File: src/rtl/btb_predictor.sv
// Branch target buffer with 2-bit saturating direction counters.
// Fetch-side lookup is combinational; resolved branches are folded into a
// one-entry pending register and written to the table on the following edge.
// Both lookup and update read the "effective entry" (table entry overridden by
// the pending result on an index match), so back-to-back updates compose.
module btb_predictor #(
  parameter int ENTRIES = 16,
  parameter int PC_W    = 30,
  parameter int CNT_W   = 16
) (
  input  logic             CLK,
  input  logic             RST,
  input  logic [PC_W-1:0]  lookup_pc,
  output logic             pred_hit,
  output logic             pred_taken,
  output logic [PC_W-1:0]  pred_target,
  output logic [PC_W-1:0]  next_pc,
  input  logic             update_valid,
  input  logic [PC_W-1:0]  update_pc,
  input  logic             update_taken,
  input  logic [PC_W-1:0]  update_target,
  input  logic             flush,
  output logic [CNT_W-1:0] mispredict_count
);

  localparam int IDX_W = $clog2(ENTRIES);
  localparam int TAG_W = PC_W - IDX_W;

  typedef struct packed {
    logic             valid;
    logic [TAG_W-1:0] tag;
    logic [PC_W-1:0]  target;
    logic [1:0]       ctr;
  } entry_t;

  // Next state of an entry after a resolved branch, given its effective value.
  function automatic entry_t f_update(input entry_t e, input logic [TAG_W-1:0] tag,
                                      input logic taken, input logic [PC_W-1:0] target);
    entry_t r;
    r = e;
    if (e.valid && (e.tag == tag)) begin
      if (taken) begin
        r.target = target;
        r.ctr    = (e.ctr == 2'b11) ? 2'b11 : e.ctr + 2'b01;
      end else begin
        r.ctr    = (e.ctr == 2'b00) ? 2'b00 : e.ctr - 2'b01;
      end
    end else if (taken) begin
      r.valid  = 1'b1;
      r.tag    = tag;
      r.target = target;
      r.ctr    = 2'b10;
    end else begin
      r = e;
    end
    return r;
  endfunction

  // Mispredict: wrong direction, or right "taken" direction to the wrong target.
  function automatic logic f_mispredict(input entry_t e, input logic [TAG_W-1:0] tag,
                                        input logic taken, input logic [PC_W-1:0] target);
    logic pred_t;
    pred_t = e.valid && (e.tag == tag) && e.ctr[1];
    return (pred_t != taken) || (pred_t && taken && (e.target != target));
  endfunction

  entry_t             r_table [ENTRIES];
  logic               r_pend_valid;
  logic [IDX_W-1:0]   r_pend_idx;
  entry_t             r_pend_entry;
  logic [CNT_W-1:0]   r_mis_cnt;

  logic [IDX_W-1:0]   w_lk_idx;
  logic [TAG_W-1:0]   w_lk_tag;
  logic [IDX_W-1:0]   w_up_idx;
  logic [TAG_W-1:0]   w_up_tag;
  entry_t             w_lk_entry;
  entry_t             w_up_entry;
  entry_t             w_up_result;
  logic               w_mispredict;
  logic               w_accept;

  assign w_lk_idx = lookup_pc[IDX_W-1:0];
  assign w_lk_tag = lookup_pc[PC_W-1:IDX_W];
  assign w_up_idx = update_pc[IDX_W-1:0];
  assign w_up_tag = update_pc[PC_W-1:IDX_W];
  assign w_accept = update_valid && !flush;

  // Effective entries for both ports, with the pending write bypassed in.
  always_comb begin
    w_lk_entry = r_table[w_lk_idx];
    w_up_entry = r_table[w_up_idx];
    if (r_pend_valid && (r_pend_idx == w_lk_idx)) begin
      w_lk_entry = r_pend_entry;
    end else begin
      w_lk_entry = r_table[w_lk_idx];
    end
    if (r_pend_valid && (r_pend_idx == w_up_idx)) begin
      w_up_entry = r_pend_entry;
    end else begin
      w_up_entry = r_table[w_up_idx];
    end
  end

  assign w_up_result  = f_update(w_up_entry, w_up_tag, update_taken, update_target);
  assign w_mispredict = f_mispredict(w_up_entry, w_up_tag, update_taken, update_target);

  assign pred_hit         = w_lk_entry.valid && (w_lk_entry.tag == w_lk_tag);
  assign pred_taken       = pred_hit && w_lk_entry.ctr[1];
  assign pred_target      = w_lk_entry.target;
  assign next_pc          = pred_taken ? w_lk_entry.target : lookup_pc + PC_W'(1);
  assign mispredict_count = r_mis_cnt;

  // Table storage: flush clears valid bits and drops the pending write.
  always_ff @(posedge CLK or posedge RST) begin
    if (RST) begin
      for (int i = 0; i < ENTRIES; i++) begin
        r_table[i] <= '{valid: 1'b0, tag: '0, target: '0, ctr: 2'b01};
      end
    end else if (flush) begin
      for (int i = 0; i < ENTRIES; i++) begin
        r_table[i].valid <= 1'b0;
      end
    end else if (r_pend_valid) begin
      r_table[r_pend_idx] <= r_pend_entry;
    end
  end

  // Pending register holds the already-computed write result for one cycle.
  always_ff @(posedge CLK or posedge RST) begin
    if (RST) begin
      r_pend_valid <= 1'b0;
      r_pend_idx   <= '0;
      r_pend_entry <= '{valid: 1'b0, tag: '0, target: '0, ctr: 2'b01};
    end else if (w_accept) begin
      r_pend_valid <= 1'b1;
      r_pend_idx   <= w_up_idx;
      r_pend_entry <= w_up_result;
    end else begin
      r_pend_valid <= 1'b0;
    end
  end

  // Saturating mispredict counter; updates dropped by flush are not counted.
  always_ff @(posedge CLK or posedge RST) begin
    if (RST) begin
      r_mis_cnt <= '0;
    end else if (w_accept && w_mispredict && (r_mis_cnt != {CNT_W{1'b1}})) begin
      r_mis_cnt <= r_mis_cnt + CNT_W'(1);
    end
  end

endmodule

File: config.mk
export PLATFORM = sky130hd
export DESIGN_NAME = btb_predictor
export DESIGN_NICKNAME = d
export VERILOG_FILES = /design/src/rtl/btb_predictor.sv
export SDC_FILE = /design/constraint.sdc
export NUM_CORES = 2
export LEC_CHECK = 0
export BUFFER_PORTS_ARGS = -buffer_cell sky130_fd_sc_hd__clkbuf_2
export CAP_MARGIN = 20
export CORE_ASPECT_RATIO = 0.75
export CORE_MARGIN = 2
export CORE_UTILIZATION = 35
export CTS_CLUSTER_SIZE = 14
export DETAILED_ROUTE_END_ITERATION = 16
export HOLD_SLACK_MARGIN = 0.05
export PLACE_DENSITY_LB_ADDON = 0.2
export SLEW_MARGIN = 25
export SYNTH_ARGS = -nofsm -noshare
export SYNTH_HDL_FRONTEND = slang
export SYNTH_SLANG_ARGS = --single-unit
File: constraint.sdc
create_clock -name CLK -period 31.3 [get_ports CLK]
set_clock_uncertainty 0.15 [all_clocks]
set_input_delay 3.13 -clock CLK [delete_from_list [all_inputs] [get_ports CLK]]
set_output_delay 3.13 -clock CLK [all_outputs]
set_load 0.05 [all_outputs]
==> flow_summary.json <==
{
  "fmax_mhz": 81.8,
  "hold_path_startpoint": "mispredict_count[10]",
  "fin_setup_tns_ns": 0,
  "numCtsBuffers": 112,
  "clkPwrFrac": 0.333,
  "ys_seq_area_frac": 0.443,
  "nFillCells": 15570,
  "synth_edf_count": 0,
  "syn2layout_area_growth_pct": 10.7,
  "finalMaxSlewViolations": 0,
  "synth.distinct_cells": 83,
  "vias": 39241,
  "antenna_found_initial": 8,
  "numClockSinks": 1024,
  "combPwrFrac": 0.227,
  "routed_via_density": 6.03,
  "io_pins": 173,
  "synth_ff_type": "dfrtp_1",
  "synth_seq_cells": 1024,
  "drt_iter0_markers": 3789,
  "p_int_mw": 2.86,
  "synth-warning-count": 0,
  "start_kind": "input pin",
  "grt_max_degree": 100,
  "grt_use_total": 0.247,
  "drive_gt1_frac": 0.428,
  "total_power_mw": 4.15,
  "netlist_area_sq_um": 57900,
  "seq_power_share": 0.441,
  "drv_cap": 0,
  "clkLatencyLatePin_ns": 0.75,
  "fin_nets": 4350,
  "worstReg2RegStart": "r_pend_idx[1]",
  "finalSetupViolCount": 0,
  "clkTransAtPathRegs_ns": 0.06,
  "die_y_um": 356,
  "port_buffers": 172,
  "power.switching_mw": 1.29,
  "fp.dieArea_sq_um": 169000,
  "start_util": 0.352,
  "h-tree-depth": 3,
  "cts_setup_buffers": 0,
  "wl_um": 209000,
  "synthArstFlopShare": 1.00,
  "cts_resized": 0,
  "fp.dieW_um": 474,
  "r2r_cells": 15,
  "ant_nets": 0,
  "cts.path.max_buffers": 3,
  "whs_path_depth": 1,
  "syn_nets": 4408,
  "hold_path_class": "reg -> reg",
  "grt_first_pass_wirelength_um": 303000,
  "drtPass1Iterations": 6,
  "outcome": "finished clean",
  "max-vdd-ir-drop_mv": 0.0469,
  "worstSetupStartpoint": "lookup_pc[0]",
  "tritoncts": "built",
  "hold_buffers": 0,
  "rsz0062_at_grt": "false",
  "cellPowerDensity_nw_per_um2": 64.8,
  "p_sw_frac": 0.311,
  "crit_fanout": 58,
  "gp_congestion": 0.933,
  "setup.worst_path.class": "in -> out",
  "post-route-period-util": 0.391,
  "coreArea_sq_um": 165000,
  "rows": 129,
  "period_needed_ns": 12.23,
  "hold_violations": 0,
  "grt_overflow": 0,
  "utilization": 0.389,
  "p_leak_nw": 28.4,
  "avgSynthCellArea_sq_um": 13.4,
  "worstSetupEndpointType": "output port",
  "cp.required_ns": 28.02,
  "route.detailed.wl_per_inst_um": 32.0,
  "clockRootBuffer": "clkbuf_16",
  "tightestPinTransition_ns": 1.08,
  "slew_headroom": 0.276,
  "syn_inst": 4310,
  "hpwl_um": 132000,
  "grt_pass1_vias": 39022,
  "drc_errors": 0,
  "critPathArrivalTime_ns": 8.95
}
-- power by group through the flow --
stage | Combinational, mW | Clock, mW | Sequential (mW)
floorplan | 0.746 | 0 | 1.73
global placement | 0.920 | 0 | 1.84
detailed placement | 0.933 | 0 | 1.84
CTS | 0.936 | 1.41 | 1.82
global route | 1.00 | 1.46 | 1.86
finish | 0.940 | 1.38 | 1.83
-- worst paths after layout --
check                      slack [ns]                    to
min                              0.35  mispredict_count[10]
max reg2reg                     25.60   mispredict_count[1]
max                             19.07           next_pc[22]
min reg2reg                      0.35  mispredict_count[10]
min in group asynchronous        2.27          r_table[716]
max in group asynchronous       24.61  mispredict_count[13]
-- cells in the final DEF, fill, tap and decap left out, drive strengths merged, types with 25 or more instances in the layout --
cell type	count
dfrtp	1007
mux2	897
mux4	466
clkbuf	336
nand2	302
o21ai	198
mux2i	165
xnor2	132
nor2	114
buf	95
xor2	59
a21oi	50
inv	48
nand3	46
a22oi	45
nand4	34
a221oi	30
o22ai	29
clkinv	25
-- cells by family (layout without fill, tap and decap cells) --
logic type               after synthesis  count (layout)  share of synthesized area
AO/OA/AOI/OAI                        467             467                     0.0517
XOR/XNOR                             191             191                     0.0289
adder cells (fa/ha/maj)                4               4                   0.000822
buffers and inverters                479             515                     0.0401
flip-flops                          1024            1024                      0.443
multiplexers                        1528            1528                      0.387
other                                  0               4                          0
AND/OR/NAND/NOR                      617             617                     0.0483
-- flip-flops by register name, summed over array words and instances, names as in the netlist --
signal / cells
r_pend_valid: 1
r_table: 944
r_pend_entry: 59
mispredict_count: 16
r_pend_idx: 4
-- cell usage after synthesis (45+ instances only) --
| library cell | number | area, sq um |
|---|---|---|
| mux2i_1 | 165 | 1650 |
| clkbuf_1 | 176 | 661 |
| xor2_1 | 59 | 517 |
| nand3_1 | 46 | 230 |
| o21ai_0 | 194 | 971 |
| nor2_1 | 112 | 420 |
| nand2_1 | 302 | 1130 |
| mux4_2 | 457 | 10300 |
| xnor2_1 | 132 | 1160 |
| buf_1 | 107 | 402 |
| a22oi_1 | 45 | 338 |
| a21oi_1 | 50 | 250 |
| dfrtp_1 | 1007 | 25200 |
| buf_2 | 72 | 360 |
| mux2_2 | 867 | 9760 |
-- stage by stage --
| step | instance area, sq um | cells | hold slack, ns | setup WS [ns] |
|---|---|---|---|---|
| floorplan | 57900 | 4310 | 0.308 | 13.92 |
| global placement | 60200 | 6296 | 0.325 | 19.03 |
| detailed placement | 60200 | 6296 | 0.336 | 19.01 |
| CTS | 64000 | 6504 | 0.345 | 19.00 |
| global route | 64100 | 6508 | 0.358 | 18.72 |
| finish | 64100 | 6511 | 0.347 | 19.07 |
-- final cells by class --
class / instances / area (sq um) / share of cell area
Antenna cell: 4 / 10.0 / 0.000156
Clock buffer: 171 / 3350 / 0.0522
Clock inverter: 37 / 420 / 0.00656
Inverter: 47 / 181 / 0.00283
Multi-Input combinational cell: 2807 / 30100 / 0.470
Sequential cell: 1024 / 25600 / 0.400
Tap cell: 2161 / 2700 / 0.0422
Timing Repair Buffer: 260 / 1680 / 0.0262
-- metal layers --
metal | up-vias | global-route usage | wire, um
li1 | 16126 | - | -
met1 | 21221 | 0.366 | 95200
met2 | 1591 | 0.362 | 90900
met3 | 301 | 0.0434 | 13900
met4 | 2 | 0.0868 | 8500
met5 | - | 0 | 9
-- worst max-delay path, cell delays in order --
cell	delay (ns)
buf_8	0.47
buf_4	0.72
buf_4	0.66
mux4_2	0.34
nor2b_1	0.13
a211oi_1	0.07
a211oi_1	0.84
a41oi_1	0.08
a31oi_1	0.19
nand3_1	0.12
or4_1	0.59
nor4_4	0.21
buf_4	0.55
mux2_4	0.36
clkbuf_2	0.24
No activity file was read; power rests on OpenSTA's default activity.
